[src/rtl/mdu_ctrl.sv]
// mdu_ctrl: issue/stall control for a multi-cycle multiply/divide unit.
// Strobes are combinational in the issue cycle; busy tracks the unit's latency.
module mdu_ctrl #(
    parameter int MULT_LAT = 5,
    parameter int DIV_LAT  = 10
) (
    input  logic        clk,
    input  logic        reset,
    input  logic        Req,
    input  logic        e_valid,
    input  logic [2:0]  e_op,
    input  logic        d_is_md,
    output logic        mdu_start,
    output logic [2:0]  mdu_op,
    output logic        hi_we,
    output logic        lo_we,
    output logic        busy,
    output logic        stall_d,
    output logic [15:0] op_cnt,
    output logic [15:0] stall_cnt
);
    typedef enum logic {IDLE, RUN} state_t;
    state_t      state_q;
    logic [3:0]  cnt_q;
    logic [15:0] op_cnt_q, stall_cnt_q;
    logic        issue;
    // Reset gates issue so no strobe escapes while the unit is being cleared.
    assign issue     = state_q == IDLE && e_valid && !Req && !reset;
    assign mdu_start = issue && e_op >= 3'd1 && e_op <= 3'd4;
    assign hi_we     = issue && e_op == 3'd5;
    assign lo_we     = issue && e_op == 3'd6;
    assign mdu_op    = (mdu_start || hi_we || lo_we) ? e_op : 3'd0;
    assign busy      = state_q == RUN;
    assign stall_d   = d_is_md && (busy || mdu_start);
    assign op_cnt    = op_cnt_q;
    assign stall_cnt = stall_cnt_q;
    always_ff @(posedge clk or posedge reset) begin
        if (reset) begin
            state_q     <= IDLE;
            cnt_q       <= 4'd0;
            op_cnt_q    <= 16'd0;
            stall_cnt_q <= 16'd0;
        end else begin
            if (mdu_start) begin
                state_q <= RUN;
                cnt_q   <= e_op <= 3'd2 ? 4'(MULT_LAT) : 4'(DIV_LAT);
            end else if (state_q == RUN && !Req) begin
                cnt_q <= cnt_q - 4'd1;
                if (cnt_q == 4'd1) state_q <= IDLE;
            end
            if (mdu_start || hi_we || lo_we) op_cnt_q <= op_cnt_q + 16'd1;
            if (stall_d && stall_cnt_q != 16'hFFFF) stall_cnt_q <= stall_cnt_q + 16'd1;
        end
    end
endmodule
[config.mk]
export PLATFORM = sky130hd
export DESIGN_NAME = mdu_ctrl
export DESIGN_NICKNAME = d
export VERILOG_FILES = /design/src/rtl/mdu_ctrl.sv
export SDC_FILE = /design/constraint.sdc
export NUM_CORES = 1
export LEC_CHECK = 0
export CAP_MARGIN = 20
export CORE_AREA = 8 8 77 79
export DETAILED_ROUTE_END_ITERATION = 7
export DIE_AREA = 0 0 85 87
export PLACE_DENSITY = 0.72
export SLEW_MARGIN = 20
export SYNTH_ARGS = -nofsm -noshare
export SYNTH_HDL_FRONTEND = slang
export SYNTH_SLANG_ARGS = --single-unit
[constraint.sdc]
create_clock -name clk -period 1.7 [get_ports clk]
set_input_delay 0.34 -clock clk [delete_from_list [all_inputs] [get_ports clk]]
set_output_delay 0.34 -clock clk [all_outputs]
set_load 0.02 [all_outputs]
== Yosys cells after proc, flatten, opt, wreduce, memory -nomap -nowiden ==
Cells that the tools add are included.

* Logic and storage cells: 40
* Input port bits: 8
* Output and inout bits: 40
* Register bits: 37

* Bitwise operators: 1
* Add/sub/neg operators: 3
* Reduce and logical (&&, ||, !) cells: 18
* Eq/ne operators: 4
* $lt $le $gt $ge: 3
* Multiplexer cells: 7

{| class="wikitable"
|+ Operators by type and width
! operator !! number
|-
| $add A16 B1 Y16 const B || 2
|-
| $ne A16 B16 Y1 const B || 1
|-
| $mux W4 || 3
|-
| $logic_and A1 B1 Y1 || 10
|-
| $eq A3 B3 Y1 const B || 2
|-
| $eq A4 B1 Y1 const B || 1
|-
| $reduce_bool A2 Y1 || 2
|-
| $sub A4 B1 Y4 const B || 1
|-
| $ge A3 B1 Y1 const B || 1
|-
| $le A3 B2 Y1 const B || 1
|-
| $le A3 B3 Y1 const B || 1
|-
| $logic_or A1 B1 Y1 || 3
|-
| $mux W1 || 3
|-
| $mux W3 || 1
|-
| $logic_not A1 Y1 || 2
|-
| $reduce_and A2 Y1 || 1
|-
| $not A1 Y1 || 1
|}

== Longest topological paths before layout ==
Gate-level depths: netlist (run 1).

* Word-level depth: 9
* Gate-level depth with buffers: 6
* Depth with buffers taken out: 5

== Worst setup path before layout (run 1) ==
Ideal clock, no wire load.

* Path kind: register to output
* Start point: register state_q, in the netlist busy
* End point: output hi_we
* Cell stages (with the launch flop): 4
* Slack: -0.344 ns
* Data required time: 1.360 ns
* Path buffers: 0
* Data arrival time: 1.704 ns
* Cells stage by stage: dfrtp_1 > nor4b_4 > nand2_1 > nor3b_1

* Word-level cells in the longest chain between the ends: 5

{| class="wikitable"
|+ RTL lines
! element !! RTL line !! source
|-
| start, declared || 23 || <nowiki>state_t state_q;</nowiki>
|-
| start signal, assigned || 39 || <nowiki>state_q <= IDLE;</nowiki>
|-
| start signal, assigned || 45 || <nowiki>state_q <= RUN;</nowiki>
|-
| start signal, assigned || 49 || <nowiki>if (cnt_q == 4'd1) state_q <= IDLE;</nowiki>
|-
| $not A1 Y1 || 28 || <nowiki>assign issue = state_q == IDLE && e_valid && !Req && !reset;</nowiki>
|-
| $logic_and A1 B1 Y1 (3 in series) || 28 ||
|-
| $logic_and A1 B1 Y1 || 30 || <nowiki>assign hi_we = issue && e_op == 3'd5;</nowiki>
|-
| end, declared || 15 || <nowiki>output logic hi_we,</nowiki>
|}

Every way passes these cells.

== Worst setup path after layout (run 1) ==
* Start point: register state_q, in the netlist busy
* End point: output stall_d

* Word-level cells in the longest chain between the ends: 8

{| class="wikitable"
|+ RTL lines
! element !! RTL line !! source
|-
| $not A1 Y1 || 28 ||
|-
| $logic_and A1 B1 Y1 (3 in series) || 28 ||
|-
| $logic_and A1 B1 Y1 (2 in series) || 29 || <nowiki>assign mdu_start = issue && e_op >= 3'd1 && e_op <= 3'd4;</nowiki>
|-
| $logic_or A1 B1 Y1 (*) || 34 || <nowiki>assign stall_d = d_is_md && (busy || mdu_start);</nowiki>
|-
| $logic_and A1 B1 Y1 (*) || 34 ||
|-
| end, declared || 18 || <nowiki>output logic stall_d,</nowiki>
|}

Every way passes the cells marked *; elsewhere a longest branch is shown, timed or not.

==> reports/results.ini, run 1 <==
[power]
p_leak_nw = 1.60
p_clk_frac = 0.184
p_total_mw = 3.28
switching_power_mw = 1.23
pwr-share-comb = 0.431
ir_drop_uv = 856
pwr-share-seq = 0.385
p_per_area_nw_per_um2 = 985
p_sw_frac = 0.376
p_int_mw = 2.05

[outcome]
status = complete, but fails checks
violations = setup timing

[final_layout]
fin_cells = 336
fin_util = 0.687
final_nets = 291
fillers = 357
area_growth_syn_to_layout_pct = 60.1
fin_area_um2 = 3330
num_antenna_cells = 0
drive_above_1_share = 0.400

[synthesis]
synth_compound_area_frac = 0.135
yosys-top-cells-area = dfrtp_1, xor2_1, xnor2_1
ys_ff_latch = 37
syn_nets = 199
synth_top_area_cell = dfrtp_1
synth_xor_xnor_area_share = 0.122
synth_seq_area_share = 0.445
synthAdderAreaFrac = 0.0241
synthDistinctLibCells = 46
syn_avg_cell_area_um2 = 11.1
synth_edf_count = 0
synthFlopType = dfrtp_1
ys_async_sr_fraction = 1.00
synth_most_common_cell = dfrtp_1
synth_top_area_frac = 0.445
yosysWarnings = 0
netlist_instances = 187
synth_mux_area_frac = 0.0265
synthSimpleGateAreaFrac = 0.204
synth_common_cells = dfrtp_1, xor2_1, inv_1, nand2_1, xnor2_1
synth_area_um2 = 2080
synth_top_family_by_area = simple AND/OR/NAND/NOR gates

[clock_tree]
cts_buffers = 5
clk_latency_ns = 0.29
htree_levels = 2
cts_sinks = 37
root_buffer = clkbuf_8
cts-hold-fix-buffers = 0
clock_path_buffers = 2
cts_tree = yes
clk_pin_slew_worst_paths_ns = 0.08

[placement]
placed_area_um2 = 2920
hpwlAfterDp_mm = 3.61
io_buffer_count = 47
place_congestion = 0.927
place_ws_ns = -0.905
placed_cells = 317

[grt]
grt_pass1_vias = 1891
grt_usage = 0.153
grt_overflow = 0
grt_max_degree = 38
grt_pass1_wl_mm = 9.21
antenna_found_initial = 0

[setup_path]
path_class = flop to primary output
path_common_cell = buf_6
cp.arrival_ns = 1.64
cp_max_fo = 4
endpoint_kind = primary output
startpoint_type = flop
path_buf_inv = 4
crit_required_ns = 1.36
crit_chain = nor4b_4 > buf_4 > buf_6 > a41oi_4 > inv_2 > buf_6
critPathSlowestCell = dfrtp_2
slowest_delay_ns = 0.43
crit_family = buffers and inverters

[drt]
drt_first_iter_violations = 80
via_count = 1784
routedWlPerCell_um = 16.8
totalWireLength_mm = 5.65
drc = 0
firstDrtPassIters = 4
antenna_left = 0
viasPerCell = 5.31

[sta]
finalSetupTns_ns = -4.48
rsz0062_at_grt = yes
holdWs_ns = 0.292
finalCriticalPeriod_ns = 1.98
finalWorstSetupSlack_ns = -0.277
relSlewSlack = 0.657
post-route-period-util = 1.16
fin_skew_ns = 0.00295
fmax_mhz = 506
setup_viol = 29
tightestPinTransition_ns = 0.513
slew_viol_final = 0
hold_violations = 0

[job]
cap_violations = 0

[floorplanning]
pin_count = 48
core_um2 = 4850
die_x_um = 85
rows = 26
die-height_um = 87
start_util = 0.429
dieArea_um2 = 7400

[hold_path]
hold_class = primary input to asynchronous set/reset pin

area by class of cell:
cell class	instances	area [um^2]	share of cell area
tap	56	70.1	0.0210
multi-input combinational	130	1330	0.399
clock buffer	5	68.8	0.0207
timing repair buffer	92	862	0.259
sequential	37	936	0.281
inverter	13	48.8	0.0147
clock inverter	3	17.5	0.00526
cell families (layout without fill, tap and decap cells):
group	count (synthesis)	in the layout
buf+inv	20	113
mux	5	5
xor+xnor	29	29
fa+ha+maj	4	4
compound gates	25	25
simple gates	67	67
flops	37	37
final timing paths:
check	cells past startpoint	slack [ns]	start	end
hold reg to reg	1	0.47	op_cnt[15]	op_cnt[15]
hold / removal	3	0.29	reset	cnt_q[0]
max in group asynchronous	3	1.19	reset	stall_cnt[2]
setup / recovery	6	-0.28	busy	stall_d
min in group clk	1	0.47	op_cnt[15]	op_cnt[15]
setup reg to reg	8	-0.22	busy	stall_cnt[13]
worst min-delay path, stage by stage:
cell and delay (ns):
dlygate4sd2_1 0.28, inv_1 0.11, buf_12 0.22
power by group through the flow:
| stage | clock [mW] | combinational (mW) | sequential (mW) |
|---|---|---|---|
| 2_1_floorplan | 0 | 0.521 | 1.43 |
| 3_3_place_gp | 0 | 1.21 | 1.27 |
| 3_5_place_dp | 0 | 1.24 | 1.28 |
| 4_1_cts | 0.622 | 1.39 | 1.26 |
| 5_1_grt | 0.657 | 1.52 | 1.30 |
| 6_report | 0.604 | 1.41 | 1.26 |
registers in the layout, indices dropped and copies added (netlist names):
register   cells
busy           1
stall_cnt     16
cnt_q          4
op_cnt        16
cell usage in the layout (no fill, tap or decap), drive strengths merged, types with 4 or more instances in the layout:
cell type | synthesis | final
clkdlybuf4s50 | 0 | 13
a21oi | 4 | 4
nor4 | 4 | 4
nand2 | 13 | 13
nand3 | 9 | 9
nor2 | 6 | 6
xor2 | 16 | 16
xnor2 | 13 | 13
clkbuf | 4 | 5
and3 | 6 | 6
inv | 13 | 13
dlygate4sd2 | 0 | 22
ha | 4 | 4
mux2 | 4 | 4
a2111oi | 7 | 7
dlymetal6s2s | 0 | 5
buf | 3 | 52
nand4 | 11 | 11
a211oi | 5 | 5
dfrtp | 37 | 37
timing repair:
action,CTS,global route
buffers inserted,9,2
pin swaps,21,12
setup endpoints to repair,55,43
cloned,1,0
gates resized for setup,91,21
per-layer routing:
metal / share of wire / track usage / vias up / routed length (um)
met3: 0.052 / 0.0481 / 10 / 293
met1: 0.46 / 0.178 / 864 / 2580
met4: 0.014 / 0.0485 / 0 / 80
met2: 0.48 / 0.259 / 47 / 2690
met5: 0 / 0 / - / 0
li1: - / - / 863 / -
(Power assumes the default switching activity.)
==> run 2: changes to the inputs <==
--- a/config.mk
+++ b/config.mk
@@ -10,6 +10,7 @@
 export DETAILED_ROUTE_END_ITERATION = 7
 export DIE_AREA = 0 0 85 87
 export PLACE_DENSITY = 0.72
+export SKIP_CTS_REPAIR_TIMING = 1
 export SLEW_MARGIN = 20
 export SYNTH_ARGS = -nofsm -noshare
 export SYNTH_HDL_FRONTEND = slang
==> reports/results.ini, run 2 (synthesized netlist as in run 1, its figures left out) <==
[power]
ir_drop_uv = 859
p_clk_frac = 0.178
p_total_mw = 3.36
p_sw_frac = 0.364
p_leak_nw = 1.81
pwr-share-seq = 0.375
p_per_area_nw_per_um2 = 982
p_int_mw = 2.14
switching_power_mw = 1.22
pwr-share-comb = 0.447

[grt]
grt_max_degree = 38
antenna_found_initial = 0
grt_overflow = 0
grt_usage = 0.131
grt_pass1_wl_mm = 7.89
grt_pass1_vias = 1724

[outcome]
status = complete, but fails checks
violations = setup timing

[drt]
drc = 0
via_count = 1790
totalWireLength_mm = 5.51
viasPerCell = 5.33
routedWlPerCell_um = 16.4
antenna_left = 0
drt_first_iter_violations = 64
firstDrtPassIters = 4

[final_layout]
drive_above_1_share = 0.386
fin_cells = 336
num_antenna_cells = 0
fillers = 330
area_growth_syn_to_layout_pct = 64.5
layout_common_cells = buf_4, dfrtp_1, dlymetal6s2s_1
fin_util = 0.706
layout_commonest_cell = buf_4
final_nets = 291
fin_area_um2 = 3420

[setup_path]
startpoint_type = flop
cp_max_fo = 4
critPathSlowestCell = dfrtp_2
crit_required_ns = 1.36
path_common_cell = buf_4
path_class = flop to primary output
endpoint_kind = primary output
cp.arrival_ns = 1.73
slowest_delay_ns = 0.43
crit_chain = nor4b_4 > buf_4 > buf_6 > nand2_4 > nor3b_2 > buf_4

[hold_path]
hold_class = primary input to asynchronous set/reset pin

[sta]
relSlewSlack = 0.726
finalWorstSetupSlack_ns = -0.372
rsz0062_at_grt = yes
finalSetupTns_ns = -6.04
finalCriticalPeriod_ns = 2.07
tightestPinTransition_ns = 0.410
holdWs_ns = 0.186
hold_violations = 0
slew_viol_final = 0
fin_skew_ns = 0.00559
fmax_mhz = 483
post-route-period-util = 1.22
setup_viol = 26

[clock_tree]
clk_pin_slew_worst_paths_ns = 0.08
cts_buffers = 5
root_buffer = clkbuf_8
clock_path_buffers = 2
htree_levels = 2
cts_sinks = 37
clk_latency_ns = 0.28
cts_tree = yes

[floorplanning]
dieArea_um2 = 7400
die_x_um = 85
pin_count = 48
die-height_um = 87
start_util = 0.429
core_um2 = 4850
rows = 26

[placement]
placed_area_um2 = 2920
hpwlAfterDp_mm = 3.61
placed_cells = 317
io_buffer_count = 47
place_ws_ns = -0.905
place_congestion = 0.927

[job]
cap_violations = 0

-- run 2: cell count changes in the layout (fill, tap and decap cells not counted), moves of 2 or more --
| cell | change |
|---|---|
| buf_12 | +2 |
| nand2_2 | -3 |
| nand3_1 | +2 |
| buf_6 | +3 |
| buf_4 | -5 |
| nand2_1 | +2 |
| dlygate4sd2_1 | -22 |
| dlymetal6s2s_1 | +21 |
-- run 2: cell type report --
cell class | instances | area, um^2 | share of cell area
clock inverters | 3 | 17.5 | 0.00512
inverters | 13 | 48.8 | 0.0143
repair buffers | 92 | 978 | 0.286
clock buffers | 5 | 68.8 | 0.0201
multi-input cells | 130 | 1300 | 0.381
flip-flops and latches | 37 | 936 | 0.273
well taps | 56 | 70.1 | 0.0205
-- run 2: per-layer routing --
metal,track usage,vias up,wire [um]
met2,0.211,43,2720
met4,0.0534,0,34
met1,0.153,880,2500
li1,-,863,-
met3,0.0472,4,252
met5,0,-,0
-- run 2: power by group through the flow --
stage               clock [mW]  sequential (mW)  combinational [mW]
global route             0.656             1.29                1.61
CTS                      0.622             1.26                1.25
global placement             0             1.27                1.21
finish                   0.597             1.26                1.50
floorplan                    0             1.43               0.521
detailed placement           0             1.28                1.24
-- run 2: worst paths after layout --
check	startpoint	slack, ns	depth (start not counted)	endpoint
min in group clk	e_op[0]	0.45	3	cnt_q[0]
hold reg to reg	op_cnt[15]	0.47	1	op_cnt[15]
hold / removal	reset	0.19	3	cnt_q[0]
setup reg to reg	busy	-0.35	6	stall_cnt[15]
max in group asynchronous	reset	1.30	3	stall_cnt[2]
setup / recovery	busy	-0.37	6	lo_we
-- run 2: worst max-delay path, delay by kind of cell, from the launching register on --
kind | cells | cell delay [ns]
simple gates | 3 | 0.58
buf+inv | 3 | 0.43
flops | 1 | 0.43
